<file path="config.mk">
export PLATFORM = sky130hd
export DESIGN_NAME = jt12_acc_n
export DESIGN_NICKNAME = d
export VERILOG_FILES = /design/src/rtl/jt12_acc_n.sv
export SDC_FILE = /design/constraint.sdc
export NUM_CORES = 1
export LEC_CHECK = 0
export BUFFER_PORTS_ARGS = -buffer_cell sky130_fd_sc_hd__buf_2
export CAP_MARGIN = 20
export CORE_UTILIZATION = 47
export DETAILED_ROUTE_END_ITERATION = 8
export GPL_TIMING_DRIVEN = 0
export REMOVE_ABC_BUFFERS = 1
export SLEW_MARGIN = 10
export SYNTH_ARGS = -nofsm -noshare
export SYNTH_HDL_FRONTEND = slang
export SYNTH_SLANG_ARGS = --single-unit
</file>
<file path="constraint.sdc">
create_clock -name clk -period 12.1 [get_ports clk]
set_input_delay 1.21 -clock clk [delete_from_list [all_inputs] [get_ports clk]]
set_output_delay 1.21 -clock clk [all_outputs]
set_load 0.03 [all_outputs]
</file>
<file path="src/rtl/jt12_acc_n.sv">
// Per-channel carrier accumulator and stereo mixer for a CH-channel, 4-operator FM core.
// Consumes the time-multiplexed operator stream and emits one saturated L/R sample per frame.
module jt12_acc_n #(
    parameter int CH   = 6,
    parameter int OPW  = 9,
    parameter int OUTW = 12
) (
    input  logic                   clk,
    input  logic                   rst_n,
    input  logic                   cen,
    input  logic                   zero,
    input  logic [OPW-1:0]         op_result,
    input  logic [3*CH-1:0]        alg,
    input  logic [2*CH-1:0]        rl,
    input  logic                   limiter_en,
    input  logic                   pcm_en,
    input  logic [OPW-1:0]         pcm,
    output logic signed [OUTW-1:0] left,
    output logic signed [OUTW-1:0] right,
    output logic                   sample,
    output logic                   sync_err
);
    localparam int AW = OPW + 2;
    localparam int CW = $clog2(CH);
    localparam int MW = AW + $clog2(CH);

    localparam logic signed [AW-1:0] OP_MAX = AW'(2**(OPW-1) - 1);
    localparam logic signed [AW-1:0] OP_MIN = AW'(-(2**(OPW-1)));

    // Slot counter split into operator position and channel; holds the index expected next.
    logic [1:0]    pos_reg;
    logic [CW-1:0] ch_reg;
    logic          first_reg;
    logic          mix_pend_reg;

    logic [1:0]    cur_pos;
    logic [CW-1:0] cur_ch;
    logic [2:0]    cur_alg;
    logic          carrier;
    logic          last_slot;
    logic          frame_start;

    logic signed [AW-1:0]   op_ext;
    logic [2:0]             alg_ch [CH];
    logic [CH*MW-1:0]       v_flat;
    logic signed [MW-1:0]   sum_l;
    logic signed [MW-1:0]   sum_r;
    logic signed [OUTW-1:0] left_next;
    logic signed [OUTW-1:0] right_next;

    assign cur_pos     = zero ? 2'd0 : pos_reg;
    assign cur_ch      = zero ? '0 : ch_reg;
    assign cur_alg     = alg_ch[cur_ch];
    assign last_slot   = (cur_pos == 2'd3) && (cur_ch == CW'(CH - 1));
    assign frame_start = (pos_reg == 2'd0) && (ch_reg == '0);
    assign op_ext      = AW'($signed(op_result));

    always_comb begin
        carrier = 1'b0;
        case (cur_pos)
            2'd0:    carrier = (cur_alg == 3'd7);
            2'd1:    carrier = (cur_alg >= 3'd5);
            2'd2:    carrier = (cur_alg >= 3'd4);
            default: carrier = 1'b1;
        endcase
    end

    generate
        for (genvar gi = 0; gi < CH; gi++) begin : g_ch
            logic signed [AW-1:0] acc_reg;
            logic signed [AW-1:0] lim_val;
            logic signed [AW-1:0] ch_val;

            assign alg_ch[gi] = alg[3*gi +: 3];

            always_ff @(posedge clk or negedge rst_n) begin
                if (!rst_n) begin
                    acc_reg <= '0;
                end else if (cen && (cur_ch == CW'(gi))) begin
                    if (cur_pos == 2'd0)
                        acc_reg <= carrier ? op_ext : '0;
                    else if (carrier)
                        acc_reg <= acc_reg + op_ext;
                end
            end

            assign lim_val = (acc_reg > OP_MAX) ? OP_MAX :
                             (acc_reg < OP_MIN) ? OP_MIN : acc_reg;
            // The last channel's accumulator keeps running under PCM but is simply not used.
            assign ch_val  = ((gi == CH - 1) && pcm_en) ? AW'($signed(pcm)) :
                             limiter_en ? lim_val : acc_reg;
            assign v_flat[gi*MW +: MW] = MW'(ch_val);
        end
    endgenerate

    always_comb begin
        sum_l = '0;
        sum_r = '0;
        for (int i = 0; i < CH; i++) begin
            if (rl[2*i+1]) sum_l = sum_l + $signed(v_flat[i*MW +: MW]);
            if (rl[2*i])   sum_r = sum_r + $signed(v_flat[i*MW +: MW]);
        end
    end

    generate
        if (OUTW >= MW) begin : g_ext
            assign left_next  = OUTW'(sum_l);
            assign right_next = OUTW'(sum_r);
        end else begin : g_sat
            localparam logic signed [MW-1:0] OUT_MAX = MW'(2**(OUTW-1) - 1);
            localparam logic signed [MW-1:0] OUT_MIN = MW'(-(2**(OUTW-1)));
            assign left_next  = (sum_l > OUT_MAX) ? OUTW'(OUT_MAX) :
                                (sum_l < OUT_MIN) ? OUTW'(OUT_MIN) : OUTW'(sum_l);
            assign right_next = (sum_r > OUT_MAX) ? OUTW'(OUT_MAX) :
                                (sum_r < OUT_MIN) ? OUTW'(OUT_MIN) : OUTW'(sum_r);
        end
    endgenerate

    always_ff @(posedge clk or negedge rst_n) begin
        if (!rst_n) begin
            pos_reg      <= 2'd0;
            ch_reg       <= '0;
            first_reg    <= 1'b1;
            mix_pend_reg <= 1'b0;
            sample       <= 1'b0;
            sync_err     <= 1'b0;
            left         <= '0;
            right        <= '0;
        end else begin
            sync_err     <= 1'b0;
            mix_pend_reg <= 1'b0;
            sample       <= mix_pend_reg;
            // Mix reads the accumulators before any slot-0 overwrite on this same edge.
            if (mix_pend_reg) begin
                left  <= left_next;
                right <= right_next;
            end
            if (cen) begin
                if (zero) begin
                    first_reg <= 1'b0;
                    if (!first_reg && !frame_start)
                        sync_err <= 1'b1;
                end
                // Frames run before the first zero are unsynchronised and never mixed.
                if (last_slot && !first_reg)
                    mix_pend_reg <= 1'b1;
                if (cur_ch == CW'(CH - 1)) begin
                    ch_reg  <= '0;
                    pos_reg <= cur_pos + 2'd1;
                end else begin
                    ch_reg  <= cur_ch + CW'(1);
                    pos_reg <= cur_pos;
                end
            end
        end
    end
endmodule

</file>
### Word level (Yosys, flattened, before mapping)

Index checks and enable logic that the tools add are counted.

| word-level totals | value |
|---|---|
| bits in registers | 99 |
| input port bits | 54 |
| output and inout bits | 26 |
| word-level logic and storage cells | 146 |

| cells by class | value |
|---|---|
| magnitude comparators | 19 |
| bitwise logic cells | 1 |
| equal/unequal tests | 9 |
| $add $sub $neg | 18 |
| multiplexer cells | 61 |
| reduce and logical (&&, ||, !) cells | 24 |

Operators by type and width:

| kind | count |
|---|---|
| 2-to-1 mux 11 bit | 32 |
| 2-to-1 mux 14 bit | 12 |
| adder 14 x 11 -> 14 bit | 10 |
| adder 11 x 9 -> 11 bit | 6 |
| greater-than comparator 11 x 9 -> 1 bit (second input constant) | 6 |
| less-than comparator 11 x 9 -> 1 bit (second input constant) | 6 |
| 2-to-1 mux 12 bit | 4 |
| greater-than comparator 14 x 12 -> 1 bit (second input constant) | 2 |
| less-than comparator 14 x 12 -> 1 bit (second input constant) | 2 |
| AND reduction 2 bit | 7 |
| 2-to-1 mux 3 bit | 4 |
| logical AND 1 bit | 10 |
| binary-select mux 3 bit (select 3 bit) | 1 |
| == test 3 bit (second input constant) | 3 |
| == test 3 x 2 -> 1 bit (second input constant) | 2 |
| >= comparator 3 bit (second input constant) | 2 |
| zero test 3 bit | 2 |
| 2-to-1 mux 1 bit | 5 |
| == test 2 bit (second input constant) | 2 |
| >= comparator 4 bit (second input constant) | 1 |
| zero test 2 bit | 2 |
| 2-to-1 mux 2 bit | 2 |
| inverter 3 -> 4 bit | 1 |
| adder 3 x 1 -> 3 bit (second input constant) | 1 |
| other kinds (6) | 7 |

### Depth between registers and ports, before layout

| depth | value |
|---|---|
| word-level depth | 18 |
| gate-level depth with buffers | 50 |
| mapped depth without buffers | 49 |

### Least setup slack after synthesis

No wires, ideal clock.

| timing path | value |
|---|---|
| kind | input-to-reg |
| from | input port limiter_en |
| to | register left[0] |
| data arrival time | 9.912 ns |
| slack | 2.111 ns |
| required time | 12.023 ns |
| setup time | 0.077 ns |
| stages on the path | 49 |
| buffers on the path | 3 |
| path through | buf_4 > buf_2 > buf_1 > nand2_1 > a21o_1 > ha_1 > fa_1 > a32oi_1 > o32ai_1 > o21ba_2 > or3_1 > a31o_2 > ha_1 > o21a_1 > o21ai_0 > o21bai_1 > xor2_1 > nand2_1 > (+13 left out) > o21ai_0 > a41oi_1 > nor2b_1 > xnor2_1 > nand2_1 > nand2_1 > ha_1 > inv_1 > a2111oi_0 > a221oi_1 > a21oi_1 > xor2_1 > nand2_1 > xor2_1 > xnor3_1 > o311a_1 > or2_2 > a21oi_1 |

| on the way | value |
|---|---|
| word-level cells in the longest chain between the ends | 15 |
| elaborated cells on any way between the ends | 22 |
| those cells by class | add/sub (5); order compare (2); mux (15) |

RTL lines:

| element | line | text |
|---|---|---|
| from (decl) | 15 | `input logic limiter_en,` |
| 2-to-1 mux 11 bit | 91 | `limiter_en ? lim_val : acc_reg;` |
| 2-to-1 mux 14 bit | 100 | `if (rl[2*i+1]) sum_l = sum_l + $signed(v_flat[i*MW +: MW]);` |
| adder 14 x 11 -> 14 bit | 100 |  |
| 2-to-1 mux 14 bit | 100 |  |
| adder 14 x 11 -> 14 bit | 100 |  |
| 2-to-1 mux 14 bit | 100 |  |
| adder 14 x 11 -> 14 bit | 100 |  |
| 2-to-1 mux 14 bit | 100 |  |
| adder 14 x 11 -> 14 bit | 100 |  |
| 2-to-1 mux 14 bit | 100 |  |
| adder 14 x 11 -> 14 bit | 100 |  |
| 2-to-1 mux 14 bit * | 100 |  |
| less-than comparator 14 x 12 -> 1 bit | 113 | `(sum_l < OUT_MIN) ? OUTW'(OUT_MIN) : OUTW'(sum_l);` |
| 2-to-1 mux 12 bit | 113 |  |
| 2-to-1 mux 12 bit * | 112 | `assign left_next = (sum_l > OUT_MAX) ? OUTW'(OUT_MAX) :` |
| to (signal assigned) | 135 | `left <= left_next;` |
| to (decl) | 18 | `output logic signed [OUTW-1:0] left,` |

Every way passes the cells marked *; elsewhere a longest branch is shown, timed or not.
A chain may end at the register's enable or synchronous reset.

### Final worst setup path

| timing path | value |
|---|---|
| from | input port limiter_en |
| to | register left[7] |

The elaborated chain is that of the path after synthesis.

==> run metrics <==
outcome completed; min Tclk post-route 11.20 ns; final worst slack 0.904 ns; CTS tree yes; worst slack, placed -0.218 ns; Post-synth EDFFs 0; # IOs 80; final setup vio count 0; Synth area leaders dfrtp_1, ha_1, a21oi_1, mux2_2, o21ai_0; Die Y 182 um; Total Nets Final 2,245; clock skew after layout 0.0139 ns; WS Path Type input port to flop; clk root buf clkbuf_16; max-slew violations 0; placement row count 65; FF-to-FF Start g_ch[0].acc_reg[9]; fillers 3,082; Hold Crit Depth 1; Hold Buf Count CTS 0; Worst-Skew Late Latency 0.38 ns; Yosys cell types 90; Post-route DRC 0; P&R area growth vs syn 7.15%; HP Start first_reg; ANT nets after route 0; max FFs per register 66; Max Freq 89.3 MHz; R2R cell count 50; Pre-antenna DRT Iters 5; Avg WL per Cell 18.2 um; largest area contributor in the netlist dfrtp_1; grt total ovfl 0; Hold Fails Final Rpt 0; final period utilization 92.5%; Vias 14,503; syn avg cell area 7.83 um^2; GRT Overall Usage 26.8%; clock-pin slew on the worst setup and hold paths 0.08 ns; share of the synthesized area in the top cell type 16.0%; Yosys warnings 0; worst-path fanout max 39; register area share after synthesis 16.2%; WL final 44.1 mm; final core utilization 51.5%; Worst EP required 12.40 ns; CP Data Arrival Time 11.50 ns; CP max-delay cell xnor3_1; main flop type after synthesis dfrtp_1; Longest Clk Path Bufs 2; number of global-route vias before repair 13,447; Worst R2R End left[7]; Async S/R FF share, synth 100%; initial antenna violation count 1; die area 33,200 um^2; Slew HR 30.8%; largest net degree at the start of global routing 61; first-pass GRT wire length 70.4 mm; Initial Utilization 48.1%; Iteration-0 DRC Markers 1,034; die width 182 um; worst min path class flop to flop; Slew @ Worst Pin 1.04 ns; RSZ-0062 raised after global routing false; Yosys reg bits 99; Post-Layout Inst Area 16,400 um^2; Setup crit start kind input port; Worst Hold End first_reg; H-tree depth 3; kind of end point of the critical path flop; Vias/cell 5.99; FF-to-FF setup slack 1.43 ns; worst hold slack 0.491 ns; maxcap violations 0; CP max stage delay 0.44 ns; post-synthesis cell area 15,300 um^2; CP Launch Point limiter_en; dpl hpwl 35.2 mm; Syn Inst Count 1,952; layout cell share with drive strength beyond 1 11.5%; Num Clock Sinks 99; Core ar. 31,800 um^2; port buffer count 79; Placer Congestion 0.904; clock buffer count from CTS 9; post-placement cell area 16,000 um^2
==> through the flow <==
step,std cells,TNS [ns]
2_1_floorplan,1882,0
3_3_place_gp,2396,-1.07
3_5_place_dp,2400,-2.14
4_1_cts,2416,0
5_1_grt,2422,0
6_report,2422,0
==> worst max-delay path: cells and delay by family <==
family                   cells  cell delay (ns)
AO/OA/AOI/OAI               21             4.51
XOR/XNOR                     7             1.33
adder cells (fa/ha/maj)      5             1.54
buffers and inverters        5             0.77
multiplexers                 1             0.29
AND/OR/NAND/NOR             11             1.78
==> placed cells by master, fill, tap and decap left out, drive strengths merged, types with 41 or more instances in the layout <==
master  count
a21o       73
mux2       72
o21a       43
xnor2      78
buf        87
nand2     143
o21ai     158
dfrtp      98
ha        194
a21oi     195
inv       100
nand3      41
nor2      148
nor3       50
==> kinds of logic after synthesis <==
group	Yosys count	synth area share [%]
simple gates	545	17.3
mux	86	6.22
xor+xnor	120	7.06
compound gates	719	30.9
flops	99	16.2
buf+inv	173	4.35
fa+ha+maj	210	18.0
==> how the worst max path moves through the flow <==
stage               to  slack, ns  cells past startpoint
2_1_floorplan  left[0]       2.65                     48
3_3_place_gp   left[4]      -0.11                     49
3_5_place_dp   left[4]      -0.22                     49
4_1_cts        left[4]        0.1                     49
5_1_grt        left[7]       0.12                     50
6_report       left[7]       0.90                     50
==> routing by layer <==
layer  up-vias  GRT usage, %  share of wire (%)
met5         -             0                  0
met4         0          10.1                3.1
met3        71          2.79                3.9
met2       359          42.5                 44
met1      6767          37.5                 49
li1       7306             -                  -
==> layout make-up <==
type / count / area, um^2 / share of cell area [%]
Antenna cell: 1 / 2.50 / 0.0153
Clock buffer: 11 / 253 / 1.54
Clock inverter: 5 / 36.3 / 0.222
Inverter: 103 / 387 / 2.36
Multi-Input combinational cell: 1680 / 12200 / 74.3
Sequential cell: 99 / 2480 / 15.1
Tap cell: 435 / 544 / 3.32
Timing Repair Buffer: 88 / 509 / 3.11
==> cells in the mapped netlist (21+ instances only) <==
library cell,count
or3_1,26
a211oi_1,24
o21ai_0,154
xnor2_1,78
nor3_1,50
o21a_1,43
ha_1,194
nand2b_1,28
nor2b_1,31
clkbuf_1,61
dfrtp_1,98
o31ai_1,23
a21oi_1,195
a21o_1,73
nand2_1,142
xor2_1,40
o21bai_1,21
mux2_2,72
nor2_1,148
inv_1,98
nand3_1,41
==> timing repair <==
item	4_1_cts	5_1_grt
resized for setup	0	6
buffers inserted	0	2
endpoints found under the setup margin	0	12
Power is left out: the tool's default activity adds up to more than one toggle a clock period on the data nets, which glitch-free logic cannot reach.
